`config.mk`:
```
export PLATFORM = sky130hd
export DESIGN_NAME = cu_fsm_flat
export DESIGN_NICKNAME = d
export VERILOG_FILES = /design/src/rtl/cu_fsm_if.sv /design/src/rtl/cu_fsm.sv /design/src/flat_wrapper.sv
export SDC_FILE = /design/constraint.sdc
export NUM_CORES = 1
export LEC_CHECK = 0
export BUFFER_PORTS_ARGS = -buffer_cell sky130_fd_sc_hd__buf_2
export CAP_MARGIN = 20
export CORE_AREA = 4 4 41 43
export DETAILED_ROUTE_END_ITERATION = 16
export DIE_AREA = 0 0 45 47
export PLACE_DENSITY = 0.46
export SLEW_MARGIN = 10
export SYNTH_ARGS = -nofsm -noshare
export SYNTH_HDL_FRONTEND = slang
export SYNTH_SLANG_ARGS = --single-unit
```
`constraint.sdc`:
```
create_clock -name CLK -period 3.7 [get_ports CLK]
set_clock_uncertainty 0.1 [all_clocks]
set_input_delay 0.555 -clock CLK [delete_from_list [all_inputs] [get_ports CLK]]
set_output_delay 0.555 -clock CLK [all_outputs]
set_load 0.01 [all_outputs]
```
`src/rtl/cu_fsm_if.sv`:
```
// -----------------------------------------------------------------------------
// cu_fsm_if : control bundle between the multicycle control unit and the
//             RV32I datapath.
//
// Signals
//   intr      datapath -> cu : level interrupt request (already MIE-masked)
//   opcode    datapath -> cu : ir[6:0] of the current instruction
//   func3     datapath -> cu : ir[14:12] of the current instruction
//   PC_WE     cu -> datapath : PC register write enable
//   RF_WE     cu -> datapath : register file write enable
//   memWE2    cu -> datapath : data-port write enable
//   memRDEN1  cu -> datapath : instruction-port read enable
//   memRDEN2  cu -> datapath : data-port read enable
//   reset     cu -> datapath : synchronous clear of the PC register
//   csr_WE    cu -> datapath : CSR file write enable
//   int_taken cu -> datapath : interrupt entry (PC <- mtvec, save mepc, clear MIE)
//
// Modports
//   master : the control unit, which drives every enable
//   slave  : the datapath side, which drives the decode fields and intr
// -----------------------------------------------------------------------------
interface cu_fsm_if;
  logic       intr;
  logic [6:0] opcode;
  logic [2:0] func3;

  logic       PC_WE;
  logic       RF_WE;
  logic       memWE2;
  logic       memRDEN1;
  logic       memRDEN2;
  logic       reset;
  logic       csr_WE;
  logic       int_taken;

  modport master (
    input  intr, opcode, func3,
    output PC_WE, RF_WE, memWE2, memRDEN1, memRDEN2, reset, csr_WE, int_taken
  );

  modport slave (
    output intr, opcode, func3,
    input  PC_WE, RF_WE, memWE2, memRDEN1, memRDEN2, reset, csr_WE, int_taken
  );
endinterface

```
`src/rtl/cu_fsm.sv`:
```
// -----------------------------------------------------------------------------
// cu_fsm : multicycle control unit for the RV32I MCU core.
//
// Each instruction walks FETCH -> EXEC [-> WB for loads] [-> INTR] -> FETCH.
// The datapath is purely combinational; this block only chooses the cycle on
// which its results are committed, by raising exactly one set of write
// enables for one cycle per instruction.
//
// Ports
//   CLK  in  : system clock, rising edge active
//   RST  in  : asynchronous active-high reset, forces ST_INIT
//   bus       : cu_fsm_if.master (decode inputs, intr, all enables)
// -----------------------------------------------------------------------------
module cu_fsm (
  input  logic     CLK,
  input  logic     RST,
  cu_fsm_if.master bus
);

  typedef enum logic [2:0] {
    ST_INIT  = 3'd0,
    ST_FETCH = 3'd1,
    ST_EXEC  = 3'd2,
    ST_WB    = 3'd3,
    ST_INTR  = 3'd4
  } state_t;

  localparam logic [6:0] OP_LOAD   = 7'b0000011;
  localparam logic [6:0] OP_STORE  = 7'b0100011;
  localparam logic [6:0] OP_BRANCH = 7'b1100011;
  localparam logic [6:0] OP_OP     = 7'b0110011;
  localparam logic [6:0] OP_OPIMM  = 7'b0010011;
  localparam logic [6:0] OP_LUI    = 7'b0110111;
  localparam logic [6:0] OP_AUIPC  = 7'b0010111;
  localparam logic [6:0] OP_JAL    = 7'b1101111;
  localparam logic [6:0] OP_JALR   = 7'b1100111;
  localparam logic [6:0] OP_SYSTEM = 7'b1110011;

  localparam logic [2:0] F3_CSRRW  = 3'b001;

  state_t r_state;
  logic   w_is_load;

  assign w_is_load = (bus.opcode == OP_LOAD);

  // ---------------------------------------------------------------------------
  // State register. intr is looked at only on the edge that ends an
  // instruction (EXEC of a non-load, or WB), so the current instruction
  // always finishes before interrupt entry.
  // ---------------------------------------------------------------------------
  // NOTE: sequential state uses non-blocking assignments so every flop
  // samples its inputs from before the edge, independent of block ordering.
  always_ff @(posedge CLK or posedge RST) begin
    if (RST) begin
      r_state <= ST_INIT;
    end else begin
      case (r_state)
        ST_INIT:  r_state <= ST_FETCH;
        ST_FETCH: r_state <= ST_EXEC;
        ST_EXEC: begin
          if (w_is_load)     r_state <= ST_WB;
          else if (bus.intr) r_state <= ST_INTR;
          else               r_state <= ST_FETCH;
        end
        ST_WB:    r_state <= bus.intr ? ST_INTR : ST_FETCH;
        ST_INTR:  r_state <= ST_FETCH;
        // Unused 3-bit encodings recover through INIT, which also clears PC.
        default:  r_state <= ST_INIT;
      endcase
    end
  end

  // ---------------------------------------------------------------------------
  // Output decode. Outputs are combinational from the state register so that
  // an asynchronous RST drops every write enable within the same cycle, and
  // so EXEC can follow the opcode fetched in the previous cycle.
  // ---------------------------------------------------------------------------
  // NOTE: every output gets a default before the case; any path that left
  // one unassigned would infer a latch.
  always_comb begin
    bus.PC_WE     = 1'b0;
    bus.RF_WE     = 1'b0;
    bus.memWE2    = 1'b0;
    bus.memRDEN1  = 1'b0;
    bus.memRDEN2  = 1'b0;
    bus.reset     = 1'b0;
    bus.csr_WE    = 1'b0;
    bus.int_taken = 1'b0;

    case (r_state)
      ST_INIT: begin
        bus.reset = 1'b1;
      end

      ST_FETCH: begin
        bus.memRDEN1 = 1'b1;
      end

      ST_EXEC: begin
        case (bus.opcode)
          // PC advances in WB, once the load data is back.
          OP_LOAD: begin
            bus.memRDEN2 = 1'b1;
          end
          OP_STORE: begin
            bus.memWE2 = 1'b1;
            bus.PC_WE  = 1'b1;
          end
          // Taken/not-taken is resolved by the PC mux select, not here.
          OP_BRANCH: begin
            bus.PC_WE = 1'b1;
          end
          OP_OP, OP_OPIMM, OP_LUI, OP_AUIPC, OP_JAL, OP_JALR: begin
            bus.PC_WE = 1'b1;
            bus.RF_WE = 1'b1;
          end
          // CSRRW writes rd and the CSR; MRET and other func3 only move PC.
          OP_SYSTEM: begin
            bus.PC_WE = 1'b1;
            if (bus.func3 == F3_CSRRW) begin
              bus.RF_WE  = 1'b1;
              bus.csr_WE = 1'b1;
            end
          end
          // Undefined opcodes retire as NOPs; no illegal-instruction trap.
          default: begin
            bus.PC_WE = 1'b1;
          end
        endcase
      end

      ST_WB: begin
        bus.RF_WE = 1'b1;
        bus.PC_WE = 1'b1;
      end

      ST_INTR: begin
        bus.int_taken = 1'b1;
        bus.PC_WE     = 1'b1;
      end

      default: ;
    endcase
  end

  // ---------------------------------------------------------------------------
  // Structural invariants of the decode above.
  // ---------------------------------------------------------------------------
  a_data_port_excl: assert property (@(posedge CLK) disable iff (RST)
    !(bus.memWE2 && bus.memRDEN2));

  a_intr_excl: assert property (@(posedge CLK) disable iff (RST)
    !(bus.int_taken && (bus.RF_WE || bus.csr_WE || bus.memWE2)));

endmodule
```
`src/flat_wrapper.sv`:
```
// flat-port wrapper written by rule: the top's interface ports become plain ports
module cu_fsm_flat 
  (CLK, RST, bus_intr, bus_opcode, bus_func3, bus_PC_WE, bus_RF_WE, bus_memWE2, bus_memRDEN1, bus_memRDEN2, bus_reset, bus_csr_WE, bus_int_taken);
  cu_fsm_if bus_i ();
  input  logic CLK;
  input  logic RST;
  input wire logic [$bits(bus_i.intr)-1:0] bus_intr;
  input wire logic [$bits(bus_i.opcode)-1:0] bus_opcode;
  input wire logic [$bits(bus_i.func3)-1:0] bus_func3;
  output wire logic [$bits(bus_i.PC_WE)-1:0] bus_PC_WE;
  output wire logic [$bits(bus_i.RF_WE)-1:0] bus_RF_WE;
  output wire logic [$bits(bus_i.memWE2)-1:0] bus_memWE2;
  output wire logic [$bits(bus_i.memRDEN1)-1:0] bus_memRDEN1;
  output wire logic [$bits(bus_i.memRDEN2)-1:0] bus_memRDEN2;
  output wire logic [$bits(bus_i.reset)-1:0] bus_reset;
  output wire logic [$bits(bus_i.csr_WE)-1:0] bus_csr_WE;
  output wire logic [$bits(bus_i.int_taken)-1:0] bus_int_taken;
  assign bus_i.intr = bus_intr;
  assign bus_i.opcode = bus_opcode;
  assign bus_i.func3 = bus_func3;
  assign bus_PC_WE = bus_i.PC_WE;
  assign bus_RF_WE = bus_i.RF_WE;
  assign bus_memWE2 = bus_i.memWE2;
  assign bus_memRDEN1 = bus_i.memRDEN1;
  assign bus_memRDEN2 = bus_i.memRDEN2;
  assign bus_reset = bus_i.reset;
  assign bus_csr_WE = bus_i.csr_WE;
  assign bus_int_taken = bus_i.int_taken;
  cu_fsm u_core (.CLK(CLK), .RST(RST), .bus(bus_i));
endmodule
```
==> results, run 1 <==
- The class of the most critical setup path is in -> out.
- The leakage power figure is 0.208 nW.
- The shortest clock period the worst path allows after layout is around 2.1 ns.
- The maximum buffer depth of the clock tree is 2.
- The most common cell in the synthesized netlist is dfrtp_1.
- After the first detailed-routing iteration, the DRC count stood at 1.
- Setup repair after global routing left no endpoint under its margin.
- Synthesis handed over a netlist of 31 instances.
- The clock insertion delay at the later pin of the skew report is 0.24 ns.
- The global routing stage identified its most utilized layer as met2.
- In the finished design, the share of the clock period the worst path needs comes to 56.9%.
- The total via count after detailed routing is 322.
- For met2 alone, demand over resource in global routing was 10.5%.
- In the synthesized netlist the dominant register cell turns out to be dfrtp_1.
- The area overhead of the layout relative to synthesis is 50.5%.
- The design draws 0.000228 W.
- The total congestion overflow is 0.
- The number of antenna-violating nets in the routed design is 0.
- The total of buffers placed on input and output ports is 20.
- The final max-slew violation count is 0.
- The core footprint is 0.00130 sq mm.
- For this run, the detailed router's first-pass iteration total came to 2.
- The path class of the tightest hold or removal check is in -> async.
- Global routing consumed, on the met1 layer, 10.1% of the routing resources.
- The slew at the pin with the worst max-slew slack is 0.314 ns.
- The cell type of the slowest stage on the worst timing path is and4bb_2.
- The peak ir drop on the vdd network is 0.172 mV.
- TritonCTS built the clock tree.
- Of the cells placed in the final design, the portion with a size suffix greater than 1 is 51.9%.
- In this run the number of H-tree levels came out at 1.
- Power spread over the standard cell area amounts to 546 mW/mm^2.
- In the final layout, the registers with the most flip-flops are u_core.r_state: 3 flops.
- A synthesized cell averages 8.96 sq um.
- The flip-flop count of the largest register after layout is 3.
- The minimum setup slack among reg-to-reg paths is 2.50 ns.
- The setup fix buffers added after clock tree synthesis is 0.
- Counting stages on the worst path, the most repeated cell is buf_2.
- Counting flops and latches in the post-synthesis netlist gives 3.
- The floorplan step defined a die boundary enclosing 0.00212 sq mm.
- The number of gates given a new drive strength after cts is 0.
- The overall track demand over capacity in global routing is 8.16%.
- The initial antenna violation count is 0.
- In the synthesized netlist the async set-or-reset flop fraction comes to between 90% and 100%.
- The number of nets in the final layout is slightly below 70.
- The number of buffers added to fix hold violations after cts is 0.
- The arrival time reported for the critical path endpoint is 1.45 ns.
- Measured along the y axis, the die boundary spans 47 microns.
- Clock-pin slew was measured on the worst setup and hold paths at 0.04 ns.
- The hold violation count in the final report is 0.
- Of all cell types, the one taking the most synthesized area is dfrtp_1.
- The count of standard-cell rows is 13.
- The number of buffers and inverters on the critical path is 2.
- In this run, CTS created clock tree buffers numbering 3.
- The run finished with clean final reports.
- The worst pin sits at a relative slew slack of 79.1%.
- Once the floorplan was initialized, standard cells occupied a little over a fifth of the core.
- Synthesis produced a netlist with a net count of 44.
- The post-layout utilization of the core is 32.1%.
- STA classifies the critical path endpoint as a primary output.
- The root buffer cell is clkbuf_4.
- The final hold slack is 0.0735 ns.
- The top register by number of flip-flops is u_core.r_state.
- Of the post-synthesis cell area, the dominant cell type holds between 20 and 30%.
- The first global-routing pass estimated around 1200 microns of wire.
- The kind of cell adding the most delay to the critical path is simple AND/OR/NAND/NOR gates.
- After detailed routing, the average wire length per cell comes to between 10 and 15 microns.
- For this run, the slowest stage of the critical path takes ~0.35 ns.
- Setup violations remaining at the end of the flow were counted as 0.
- The routability-driven placement congestion ratio is 0.664.
- Traced cell by cell, the critical path runs through buf_2 > and4bb_2 > nand3_2 > nor4_1 > buf_2.
- The number of global-route vias before repair is ~320.
- The floorplan step set the die width to 45 microns.
- The total I/O pin count is 21.
- The total of warnings raised by yosys is 0.
- The total detailed-routing wirelength is a little over 700 microns.
- The detailed-route vias per instance is 4.67.
- The maximum number of pins on one net before global-route repair is 9.
- Sorting the synthesized cells by area gives the leading types as dfrtp_1 27%, and4bb_2 9.0%, nor4_4 7.7%, nor3b_1 5.4%, and4b_1 3.6%.
- The highest fanout seen on the critical path is 4.
- The cell area after synthesis is about 280 sq um.
- The number of violations of the max-capacitance limit is 0.
- For this run, the top clock speed supported by timing is 475 MHz.
- The netlist uses 24 different library cells.
- Global routing used 2.68% of the available met3 tracks.
- The sequential element share of the synthesized area is 27.0%.
- In this run, synthesis inferred 0 flip-flops with an integrated enable.
- The antenna cell count is 0.
- For the worst setup path, the data required time is 3.04 ns.
- CTS saw 3 sinks.
- The residual DRC count is 0.
- For the final routed database, the setup TNS stands at 0 ns.
- The sort of element at the start of the critical path is an input pin.
through the flow:
| step | setup WS (ns) | std cells | instance area, sq um |
|---|---|---|---|
| floorplan | 1.71 | 31 | 278 |
| global placement | 1.56 | 65 | 392 |
| detailed placement | 1.60 | 65 | 392 |
| CTS | 1.59 | 69 | 418 |
| global route | 1.55 | 69 | 418 |
| finish | 1.60 | 69 | 418 |
layout make-up:
class / count / area [sq um]
fill: 152 / 883
multi-input combinational: 26 / 194
timing repair buffer: 20 / 100
sequential: 3 / 75.1
clock buffer: 4 / 26.3
tap: 15 / 18.8
inverter: 1 / 3.75
cells in the final DEF, fill, tap and decap left out:
cell / instances
a21boi_0: 1
a21o_1: 1
a21oi_1: 1
and2b_1: 1
and3_1: 1
and4b_1: 1
and4bb_2: 2
buf_2: 20
clkbuf_1: 1
clkbuf_4: 3
dfrtp_1: 3
inv_1: 1
nand2_1: 2
nand2_2: 1
nand2b_1: 1
nand3_1: 1
nand3_2: 1
nor2_1: 2
nor3_1: 2
nor3b_1: 2
nor4_1: 1
nor4_4: 1
o2111ai_1: 1
o211ai_1: 1
o22ai_1: 1
or2b_1: 1
worst paths after layout:
kind	startpoint	end	depth (start not counted)
max	bus_opcode[2]	bus_memWE2	5
min	RST	u_core.r_state[2]	2
max reg2reg	u_core.r_state[0]	u_core.r_state[2]	3
min reg2reg	u_core.r_state[2]	u_core.r_state[1]	1
max in group asynchronous	RST	u_core.r_state[0]	2
min in group CLK	u_core.r_state[2]	u_core.r_state[1]	1
routing by layer:
| metal | vias to the layer above | part of all wire, % |
|---|---|---|
| li1 | 166 | - |
| met1 | 133 | 46 |
| met2 | 19 | 38 |
| met3 | 4 | 13 |
| met4 | 0 | 3.2 |
| met5 | - | 0 |
power by group:
group	switching (W)	internal, W	total (W)
clock	0.0000177	0.0000405	0.0000582
combinational	0.0000495	0.0000484	0.0000979
sequential	0.0000263	0.0000459	0.0000722
total	0.0000935	0.000135	0.000228
cells by family (layout without fill, tap and decap cells):
| family | Yosys count | after routing | share of synthesized area [%] |
|---|---|---|---|
| and+or+nand+nor | 20 | 20 | 54.5 |
| AOI/OAI and AO/OA | 6 | 6 | 15.3 |
| DFF | 3 | 3 | 27.0 |
| buffers and inverters | 2 | 25 | 3.15 |
No activity file was read; power rests on OpenSTA's default activity.
==> run 2: changes to the inputs <==
Clock period 3.7 ns to 2.05 ns, I/O delays scaled along.
==> run 2 against run 1 <==
Compared with the run above:
- setup slack got worse by 1.4 ns
- register-to-register slack got worse by 1.6 ns
- design area increased by 2.4%
- critical path depth decreased by 1
- die area unchanged
- total power increased by 80%
- cell count increased by 1.4%
- sequential cell count unchanged
- routed wire length increased by 3.3%
- via count decreased by 1.2%
- sequential power increased by 80%
- critical path type is now reg -> out
==> results, run 2 (synthesis gave the netlist of run 1 again) <==
- The flow ran to the end, and the final reports show no timing, DRC or antenna violations.
- The maximum achievable frequency is roughly 550 MHz.
- The hold violation count in the final report is 0.
- The arrival time reported for the critical path endpoint is about 1.4 ns.
- TritonCTS built the clock tree.
- The type of the worst min-delay path is in -> reg.
- The routability-driven placement congestion ratio is 0.663.
- Data on the critical path is required at its endpoint by 1.64 ns.
- In the final timing run, aggregate negative setup slack is 0 ns.
- The top register by number of flip-flops is u_core.r_state.
- STA classifies the critical path endpoint as a primary output.
- Max-cap violations in this run came to 0.
- Global routing used 8.16% of the available tracks.
- The slew at the pin with the worst max-slew slack is between 0.3 and 0.4 ns.
- After detailed routing, the number of vias per cell comes to 4.54.
- The setup fix buffers added after clock tree synthesis is 0.
- The ratio of cells with drive above 1 in the final layout is 50.9%.
- The total congestion overflow is 0.
- The initial utilization of the core area, before any placement, comes to a little over a fifth.
- The number of antenna-violating nets in the routed design is 0.
- The portion of the clock cycle consumed by the worst path in the final layout is 88.9%.
- The highest fanout seen on the critical path is 6.
- Setup violations remaining at the end of the flow were counted as 0.
- After detailed routing, the number of remaining DRC violations is 0.
- The critical path goes through and2b_1 > nand3_2 > nor4_1 > buf_2.
- For this block, the routed nets add up to 750 microns of wire.
- The shortest clock period the worst path allows after layout is about 1.8 ns.
- Port buffering added 20 buffers.
- 21 I/O pins were placed.
- The number of global-route vias before repair is between 300 and 400.
- The delay of the slowest cell on the worst path is 0.41 ns.
- Row generation in the floorplan step produced 13 rows.
- The first-iteration detailed-routing DRC count is 9.
- The largest registers in the layout are u_core.r_state: 3 flops.
- The final max-slew violation count is 0.
- Clock tree synthesis inserted a total of 3 buffers.
- Clock tree synthesis found a total of 3 sinks.
- The first global-routing pass estimated 1210 microns of wire.
- Entering global routing, the biggest net connects 9 pins.
- Detailed routing inserted a total of 318 vias.
- The analysis attributes to cell leakage a power of ~0.21 nW.
- STA classifies the critical path startpoint as a register.
- In this run the tightest slew margin relative to its limit is about four fifths.
- The cell sitting at the root of the clock tree is a clkbuf_4.
- The area overhead of the layout relative to synthesis is 54.1%.
- For the worst-skew pair, the clock arrives at the later sink with an insertion delay of 0.23 ns.
- The peak ir drop on the vdd network is 0.277 mV.
- The number of buffers added to fix hold violations after cts is 1.
- The clock input transition at the sequential cells of the worst setup and hold paths is 0.04 ns.
- The top cell types in the final layout, fill and taps aside, are 20 x buf_2, 3 x clkbuf_4, 3 x dfrtp_1.
- The class of the most critical setup path is reg -> out.
- The antenna cell count is 0.
- The cell type of the slowest stage on the worst timing path is dfrtp_1.
- From bottom edge to top edge, the die measures roughly 47 microns.
- The maximum buffer depth of the clock tree is 2.
- Once the clock tree was built, the resizer swapped 0 gates to a different size.
- The first-pass iteration count of the detailed router is 2.
- The net count of the finished layout is 69.
- The die is 45 microns wide.
- The average wire length per cell after detail routing is between 10 and 15 microns.
- The library cell used most frequently in the layout, excluding fill and tap cells, is buf_2.
- The die footprint is 0.00212 sq mm.
- The initial antenna violation count is 0.
- The number of buffers and inverters on the critical path is 1.
- Setup repair after global routing left no endpoint under its margin.
- The kind of cell adding the most delay to the critical path is simple AND/OR/NAND/NOR gates.
- The areal power density over the cells is 961 mW/mm^2.
- The register with the most flip-flops in the layout has 3 of them.
- In this run the number of H-tree levels came out at 1.
- The final hold slack is 0.223 ns.
- The core footprint is 0.00130 sq mm.
==> run 2: final timing paths <==
| path | startpoint | endpoint | slack (ns) | cells after the start |
|---|---|---|---|---|
| max | u_core.r_state[2] | bus_memWE2 | 0.23 | 4 |
| min | bus_intr | u_core.r_state[2] | 0.22 | 2 |
| max reg2reg | u_core.r_state[0] | u_core.r_state[2] | 0.86 | 3 |
| min reg2reg | u_core.r_state[2] | u_core.r_state[1] | 0.41 | 1 |
| max in group asynchronous | RST | u_core.r_state[0] | 1.35 | 3 |
| min in group asynchronous | RST | u_core.r_state[2] | 0.38 | 3 |
==> run 2: final cells by class <==
| cell class | count | area, sq um |
|---|---|---|
| sequential | 3 | 75.1 |
| fill | 142 | 873 |
| timing repair buffer | 21 | 110 |
| clock buffer | 4 | 26.3 |
| tap | 15 | 18.8 |
| inverter | 1 | 3.75 |
| multi-input combinational | 26 | 194 |
==> run 2: worst register-to-register path, stage by stage, from the launching register on <==
cell and delay (ns):
dfrtp_1 0.47, nor4_4 0.22, nand2_2 0.10, and3_1 0.18
==> run 2: power breakdown <==
group | total [W] | switching [W] | internal (W)
logic | 0.000178 | 0.0000896 | 0.0000886
registers | 0.000130 | 0.0000467 | 0.0000829
clock network | 0.000103 | 0.0000303 | 0.0000729
==> run 2: per-stage QoR <==
step / power (W) / std cells / utilization, % / setup slack, ns / instance area (sq um)
after floorplan: 0.000239 / 31 / - / 0.531 / 278
after CTS: 0.000424 / 70 / 32.9 / 0.203 / 428
after global routing: 0.000449 / 70 / 32.9 / 0.105 / 428
after detailed placement: 0.000310 / 65 / 30.1 / 0.436 / 392
after global placement: 0.000315 / 65 / 30.1 / 0.409 / 392
final: 0.000411 / 70 / 32.9 / 0.229 / 428
==> run 2: routing by layer <==
layer	global-route usage [%]	wire, microns
met1	9.84	347
met2	11.0	309
met3	3.45	93
met4	7.02	0
met5	0	0
